File: config.mk
export PLATFORM = sky130hd
export DESIGN_NAME = shape_cfg_sequencer_flat
export DESIGN_NICKNAME = d
export VERILOG_FILES = /design/src/rtl/shape_cfg_sequencer_if.sv /design/src/rtl/shape_cfg_sequencer.sv /design/src/flat_wrapper.sv
export SDC_FILE = /design/constraint.sdc
export NUM_CORES = 1
export LEC_CHECK = 0
export CAP_MARGIN = 20
export CORE_UTILIZATION = 30
export CTS_CLUSTER_DIAMETER = 30
export DETAILED_ROUTE_END_ITERATION = 7
export PLACE_DENSITY = 0.76
export REMOVE_ABC_BUFFERS = 1
export SYNTH_ARGS = -nofsm -noshare
export SYNTH_HDL_FRONTEND = slang
export SYNTH_SLANG_ARGS = --single-unit
export TNS_END_PERCENT = 10
File: constraint.sdc
create_clock -name clk -period 1.5 [get_ports clk]
set_clock_uncertainty 0.1 [all_clocks]
set_input_delay 0.15 -clock clk [delete_from_list [all_inputs] [get_ports clk]]
set_output_delay 0.15 -clock clk [all_outputs]
set_load 0.05 [all_outputs]
File: src/rtl/shape_cfg_sequencer_if.sv
// rtl/shape_cfg_sequencer_if.sv - requester, response and shape-processor port bundle for shape_cfg_sequencer
interface shape_cfg_sequencer_if #(
    parameter int NUM_REQ = 2
);
    localparam int ID_W = (NUM_REQ > 1) ? $clog2(NUM_REQ) : 1;

    logic [NUM_REQ-1:0]   req_valid;
    logic [2*NUM_REQ-1:0] req_shape;
    logic [5*NUM_REQ-1:0] req_operation;
    logic [NUM_REQ-1:0]   req_ready;
    logic                 rsp_valid;
    logic                 rsp_ready;
    logic [ID_W-1:0]      rsp_id;
    logic                 rsp_ok;
    logic                 sp_write;
    logic [31:0]          sp_write_data;
    logic                 sp_read;
    logic [31:0]          sp_read_data;
    logic                 busy;

    modport master (
        output req_valid, req_shape, req_operation, rsp_ready, sp_read_data,
        input  req_ready, rsp_valid, rsp_id, rsp_ok, sp_write, sp_write_data, sp_read, busy
    );

    modport slave (
        input  req_valid, req_shape, req_operation, rsp_ready, sp_read_data,
        output req_ready, rsp_valid, rsp_id, rsp_ok, sp_write, sp_write_data, sp_read, busy
    );
endinterface

File: src/rtl/shape_cfg_sequencer.sv
// rtl/shape_cfg_sequencer.sv - round-robin write/readback sequencer; SHAPE_CFG_SEQ_PRECHECK_EN adds a legality precheck
module shape_cfg_sequencer #(
    parameter int NUM_REQ      = 2,
    parameter int READ_LATENCY = 1
) (
    input  logic                  clk,
    input  logic                  rst_n,
    shape_cfg_sequencer_if.slave  bus
);
    localparam int ID_W = (NUM_REQ > 1) ? $clog2(NUM_REQ) : 1;

    typedef enum logic [2:0] {IDLE, WRITE, READ, WAIT, RESP} state_t;

    state_t              state, state_nxt;
    logic [ID_W-1:0]     rr_ptr, cap_id, grant_id;
    logic [1:0]          cap_shape, grant_shape;
    logic [4:0]          cap_op, grant_op;
    logic [NUM_REQ-1:0]  grant_onehot;
    logic                grant_any;
    logic                pair_illegal;
    logic [2:0]          lat_cnt;
    logic                rsp_ok_q;
    logic                unused_rd;

    function automatic logic [ID_W-1:0] wrap_add(input logic [ID_W-1:0] base, input int off);
        logic [ID_W:0] sum;
        sum = {1'b0, base} + (ID_W+1)'(off);
        if (sum >= (ID_W+1)'(NUM_REQ)) sum = sum - (ID_W+1)'(NUM_REQ);
        return sum[ID_W-1:0];
    endfunction

`ifdef SHAPE_CFG_SEQ_PRECHECK_EN
    function automatic logic legal_pair(input logic [1:0] shape, input logic [4:0] op);
        logic ok;
        ok = (shape == 2'b01) || (shape == 2'b10);
        case (op[4:3])
            2'b00:   ok = ok && (op[2:0] <= 3'd1);
            2'b01:   ok = ok && (op[2:0] == 3'd0) && (shape == 2'b01);
            2'b10:   ok = ok && (op[2:0] <= 3'd1) && (shape == 2'b10);
            default: ok = 1'b0;
        endcase
        return ok;
    endfunction

    assign pair_illegal = !legal_pair(grant_shape, grant_op);
`else
    assign pair_illegal = 1'b0;
`endif

    // Only the shape and operation fields take part in the readback compare.
    assign unused_rd = ^{bus.sp_read_data[31:18], bus.sp_read_data[15:5]};

    // Search starts at rr_ptr: the first offset that lands on a valid requester wins.
    always_comb begin
        grant_any    = 1'b0;
        grant_id     = '0;
        grant_onehot = '0;
        grant_shape  = '0;
        grant_op     = '0;
        for (int off = 0; off < NUM_REQ; off++) begin
            for (int i = 0; i < NUM_REQ; i++) begin
                if (!grant_any && bus.req_valid[i] && (wrap_add(rr_ptr, off) == ID_W'(i))) begin
                    grant_any       = 1'b1;
                    grant_id        = ID_W'(i);
                    grant_onehot[i] = 1'b1;
                    grant_shape     = bus.req_shape[2*i +: 2];
                    grant_op        = bus.req_operation[5*i +: 5];
                end
            end
        end
    end

    always_ff @(posedge clk or negedge rst_n) begin
        if (!rst_n) state <= IDLE;
        else        state <= state_nxt;
    end

    always_comb begin
        state_nxt         = state;
        bus.req_ready     = '0;
        bus.sp_write      = 1'b0;
        bus.sp_write_data = '0;
        bus.sp_read       = 1'b0;
        bus.rsp_valid     = 1'b0;
        bus.rsp_id        = cap_id;
        bus.rsp_ok        = rsp_ok_q;
        bus.busy          = (state != IDLE);
        case (state)
            IDLE: begin
                bus.req_ready = grant_onehot;
                if (grant_any) state_nxt = pair_illegal ? RESP : WRITE;
            end
            WRITE: begin
                bus.sp_write      = 1'b1;
                bus.sp_write_data = {14'd0, cap_shape, 11'd0, cap_op};
                state_nxt         = READ;
            end
            READ: begin
                bus.sp_read = 1'b1;
                state_nxt   = WAIT;
            end
            WAIT: begin
                if (lat_cnt == 3'd1) state_nxt = RESP;
            end
            RESP: begin
                bus.rsp_valid = 1'b1;
                if (bus.rsp_ready) state_nxt = IDLE;
            end
            default: state_nxt = IDLE;
        endcase
    end

    always_ff @(posedge clk or negedge rst_n) begin
        if (!rst_n) begin
            rr_ptr    <= '0;
            cap_id    <= '0;
            cap_shape <= '0;
            cap_op    <= '0;
            lat_cnt   <= '0;
            rsp_ok_q  <= 1'b0;
        end else begin
            case (state)
                IDLE: begin
                    if (grant_any) begin
                        cap_id    <= grant_id;
                        cap_shape <= grant_shape;
                        cap_op    <= grant_op;
                        rsp_ok_q  <= 1'b0;
                    end
                end
                READ: lat_cnt <= 3'(READ_LATENCY);
                WAIT: begin
                    lat_cnt <= lat_cnt - 3'd1;
                    if (lat_cnt == 3'd1)
                        rsp_ok_q <= (bus.sp_read_data[17:16] == cap_shape) &&
                                    (bus.sp_read_data[4:0] == cap_op);
                end
                RESP: begin
                    if (bus.rsp_ready) rr_ptr <= wrap_add(cap_id, 1);
                end
                default: ;
            endcase
        end
    end
endmodule

File: src/flat_wrapper.sv
// flat-port wrapper written by rule: the top's interface ports become plain ports
module shape_cfg_sequencer_flat 
#(
    parameter int NUM_REQ      = 2,
    parameter int READ_LATENCY = 1
)
  (clk, rst_n, bus_req_valid, bus_req_shape, bus_req_operation, bus_rsp_ready, bus_sp_read_data, bus_req_ready, bus_rsp_valid, bus_rsp_id, bus_rsp_ok, bus_sp_write, bus_sp_write_data, bus_sp_read, bus_busy);
  shape_cfg_sequencer_if #(.NUM_REQ(NUM_REQ)) bus_i ();
  input  logic clk;
  input  logic rst_n;
  input wire logic [$bits(bus_i.req_valid)-1:0] bus_req_valid;
  input wire logic [$bits(bus_i.req_shape)-1:0] bus_req_shape;
  input wire logic [$bits(bus_i.req_operation)-1:0] bus_req_operation;
  input wire logic [$bits(bus_i.rsp_ready)-1:0] bus_rsp_ready;
  input wire logic [$bits(bus_i.sp_read_data)-1:0] bus_sp_read_data;
  output wire logic [$bits(bus_i.req_ready)-1:0] bus_req_ready;
  output wire logic [$bits(bus_i.rsp_valid)-1:0] bus_rsp_valid;
  output wire logic [$bits(bus_i.rsp_id)-1:0] bus_rsp_id;
  output wire logic [$bits(bus_i.rsp_ok)-1:0] bus_rsp_ok;
  output wire logic [$bits(bus_i.sp_write)-1:0] bus_sp_write;
  output wire logic [$bits(bus_i.sp_write_data)-1:0] bus_sp_write_data;
  output wire logic [$bits(bus_i.sp_read)-1:0] bus_sp_read;
  output wire logic [$bits(bus_i.busy)-1:0] bus_busy;
  assign bus_i.req_valid = bus_req_valid;
  assign bus_i.req_shape = bus_req_shape;
  assign bus_i.req_operation = bus_req_operation;
  assign bus_i.rsp_ready = bus_rsp_ready;
  assign bus_i.sp_read_data = bus_sp_read_data;
  assign bus_req_ready = bus_i.req_ready;
  assign bus_rsp_valid = bus_i.rsp_valid;
  assign bus_rsp_id = bus_i.rsp_id;
  assign bus_rsp_ok = bus_i.rsp_ok;
  assign bus_sp_write = bus_i.sp_write;
  assign bus_sp_write_data = bus_i.sp_write_data;
  assign bus_sp_read = bus_i.sp_read;
  assign bus_busy = bus_i.busy;
  shape_cfg_sequencer #(.NUM_REQ(NUM_REQ), .READ_LATENCY(READ_LATENCY)) u_core (.clk(clk), .rst_n(rst_n), .bus(bus_i));
endmodule
==> metrics.yaml <==
pre_cts_ws_ps: -52.94
ir_drop_mv: 0.8209
num_rows: 22
end_kind: "output port"
worstSetupPathType: "reg2out"
io_pins: 91
fin_crit_sh: 1.132
leakagePower_nw: 0.7973
syn_to_final_growth_pct: 53.85
nNetsFinal: 233
crit_path_start_kind: "flip-flop"
setup_viol_count_final: 20
holdCritPathClass: "in2async"
power.density_cell_area_mw_per_mm2: 1983
die_area_mm2: 0.004213
post-route-util: 0.4916
power_switching_share: 0.4556
synth_warnings: 0
drv_cap: 0
track_usage: 0.1303
setup_slack_ps: -197.6
avgSynthCellArea_um2: 9.134
setup_tns_ps: -2101
seqCellArea_um2: 400.4
power.total_mw: 3.622
p_comb_frac: 0.662
multi_input_area_um2: 668.1
syn_inst: 130
wl_met1_um: 1161
wirelength_um: 2681
grt_pass1_vias: 935
firstDrtPassIters: 4
core_area_mm2: 0.003716
vias_per_cell: 4.449
grt_pass1_wl_um: 4243
seq_power_share: 0.233
gp_routability_congestion: 0.7789
ant_nets: 0
clock_path_buffers: 2
required_ps: 1250
drive_above_1_share: 0.3128
start_util: 0.3195
final.fill_count: 337
rsz0062_at_grt: "true"
p_sw_mw: 1.650
htree_levels: 1
wl_per_cell_um: 11.81
drc_errors: 0
highest_layer: "met4"
crit_fanout: 4
clock_sinks: 16
synthDistinctLibCells: 33
numCtsBuffers: 3
path_clk_slew_ps: 60
max_freq_ghz: 0.5891
dr_total_vias: 1010
pwr-share-clk: 0.104
wl_met2_um: 1400
cts_root_buf: "clkbuf_8"
antenna_found_initial: 0
arrival_ps: 1450
slew_violations: 0
dr.first_iter.drc_count: 20
clk_latency_ps: 250
run_status: "finished with violations"
fin_crit_ps: 1698
numPortBuffers: 40
synth_edf_count: 0
ctsHoldBuffers: 0
hold_ws_ps: 122.1
antenna_cells: 0
met3WireLength_um: 86
synth-main-ff-cell: "dfrtp_1"
ys_seq_elements: 16
hpwl_um: 2087
p_int_mw: 1.972
cts_tree: "done"
die_w_um: 64.91
failed_checks: "setup timing"
overflow: 0
seq_area_frac_synth: 0.3372
layout_common_cells: "conb_1 (25), clkdlybuf4s50_1 (25), dfrtp_1 (16), buf_12 (14), buf_4 (10)"
hold_viol: 0
die_y_um: 64.91
synth_area_mm2: 0.001187
grt_max_degree: 17
async_reset_ff_frac: 1.000
==> routing by layer <==
metal / track usage / up-vias
li1: - / 490
met1: 0.1686 / 483
met2: 0.2148 / 33
met3: 0.01232 / 4
met4: 0.06389 / 0
met5: 0 / -
==> cells in the mapped netlist, types with 2 or more instances <==
cell | instances | area [um^2]
nor3b_1 | 2 | 15.01
a21oi_1 | 7 | 35.03
nand2b_1 | 2 | 12.51
buf_6 | 3 | 33.78
ha_1 | 2 | 25.02
and2_1 | 7 | 43.79
nand3b_1 | 2 | 15.01
xor2_1 | 6 | 52.55
o21ai_0 | 7 | 35.03
inv_1 | 4 | 15.01
nor2_2 | 3 | 18.77
a21oi_2 | 3 | 26.28
nor3_1 | 2 | 10.01
dfrtp_1 | 16 | 400.4
nor2_1 | 10 | 37.54
buf_4 | 26 | 195.2
nand2_1 | 6 | 22.52
a32oi_1 | 7 | 61.31
==> state kept, by name, summed over array words and instances (netlist names) <==
register,count
u_core.bus.rsp_ok,1
u_core.rr_ptr,1
u_core.state,3
u_core.cap_shape,2
u_core.cap_op,5
u_core.lat_cnt,3
u_core.bus.rsp_id,1
==> final cells by class <==
cell class,count,area share
Clock buffer,4,0.03014
Tap cell,48,0.03288
Timing Repair Buffer,51,0.3438
Multi-Input combinational cell,104,0.3658
Sequential cell,16,0.2192
Inverter,4,0.008219
==> power by group through the flow <==
stage	registers, mW	clock network [mW]	logic (mW)
4_1_cts	0.823	0.387	2.33
5_1_grt	0.873	0.409	2.56
6_report	0.845	0.377	2.40
3_3_place_gp	0.806	0	2.19
3_5_place_dp	0.820	0	2.23
2_1_floorplan	0.854	0	1.24
==> cells by family (layout without fill, tap and decap cells) <==
logic type	after synthesis	after routing	synth area share
compound gates	27	27	0.1517
xor+xnor	7	7	0.05163
other cells	1	25	0.003158
fa+ha+maj	2	2	0.02107
simple gates	43	43	0.2129
buf+inv	34	59	0.2223
flops	16	16	0.3372
==> worst paths after layout <==
kind | from | endpoint | slack (ps) | cells past startpoint
min in group clk | u_core.lat_cnt[1] | u_core.lat_cnt[1] | 400 | 2
setup reg to reg | u_core.state[0] | u_core.cap_op[4] | -60 | 5
hold reg to reg | u_core.lat_cnt[1] | u_core.lat_cnt[1] | 400 | 2
setup / recovery | u_core.state[0] | bus_req_ready[0] | -200 | 3
hold / removal | rst_n | u_core.cap_op[3] | 120 | 2
max in group asynchronous | rst_n | u_core.lat_cnt[2] | 1000 | 2
==> through the flow <==
stage | area (um^2) | std cells
finish | 1827 | 227
global route | 1827 | 227
CTS | 1794 | 227
floorplan | 1028 | 124
detailed placement | 1702 | 222
global placement | 1702 | 222
==> what timing repair did <==
| item | 4_1_cts | 5_1_grt |
|---|---|---|
| pin swaps | 2 | 0 |
| resized for setup | 10 | 10 |
| gates cloned | 0 | 0 |
| setup buffers | 1 | 0 |
| endpoints found under the setup margin | 20 | 21 |
==> worst max-delay path, stage by stage (launching register included) <==
cell	delay, ps
dfrtp_1	410
or3_4	410
and2b_2	250
buf_12	130
No activity file was read; power rests on OpenSTA's default activity.
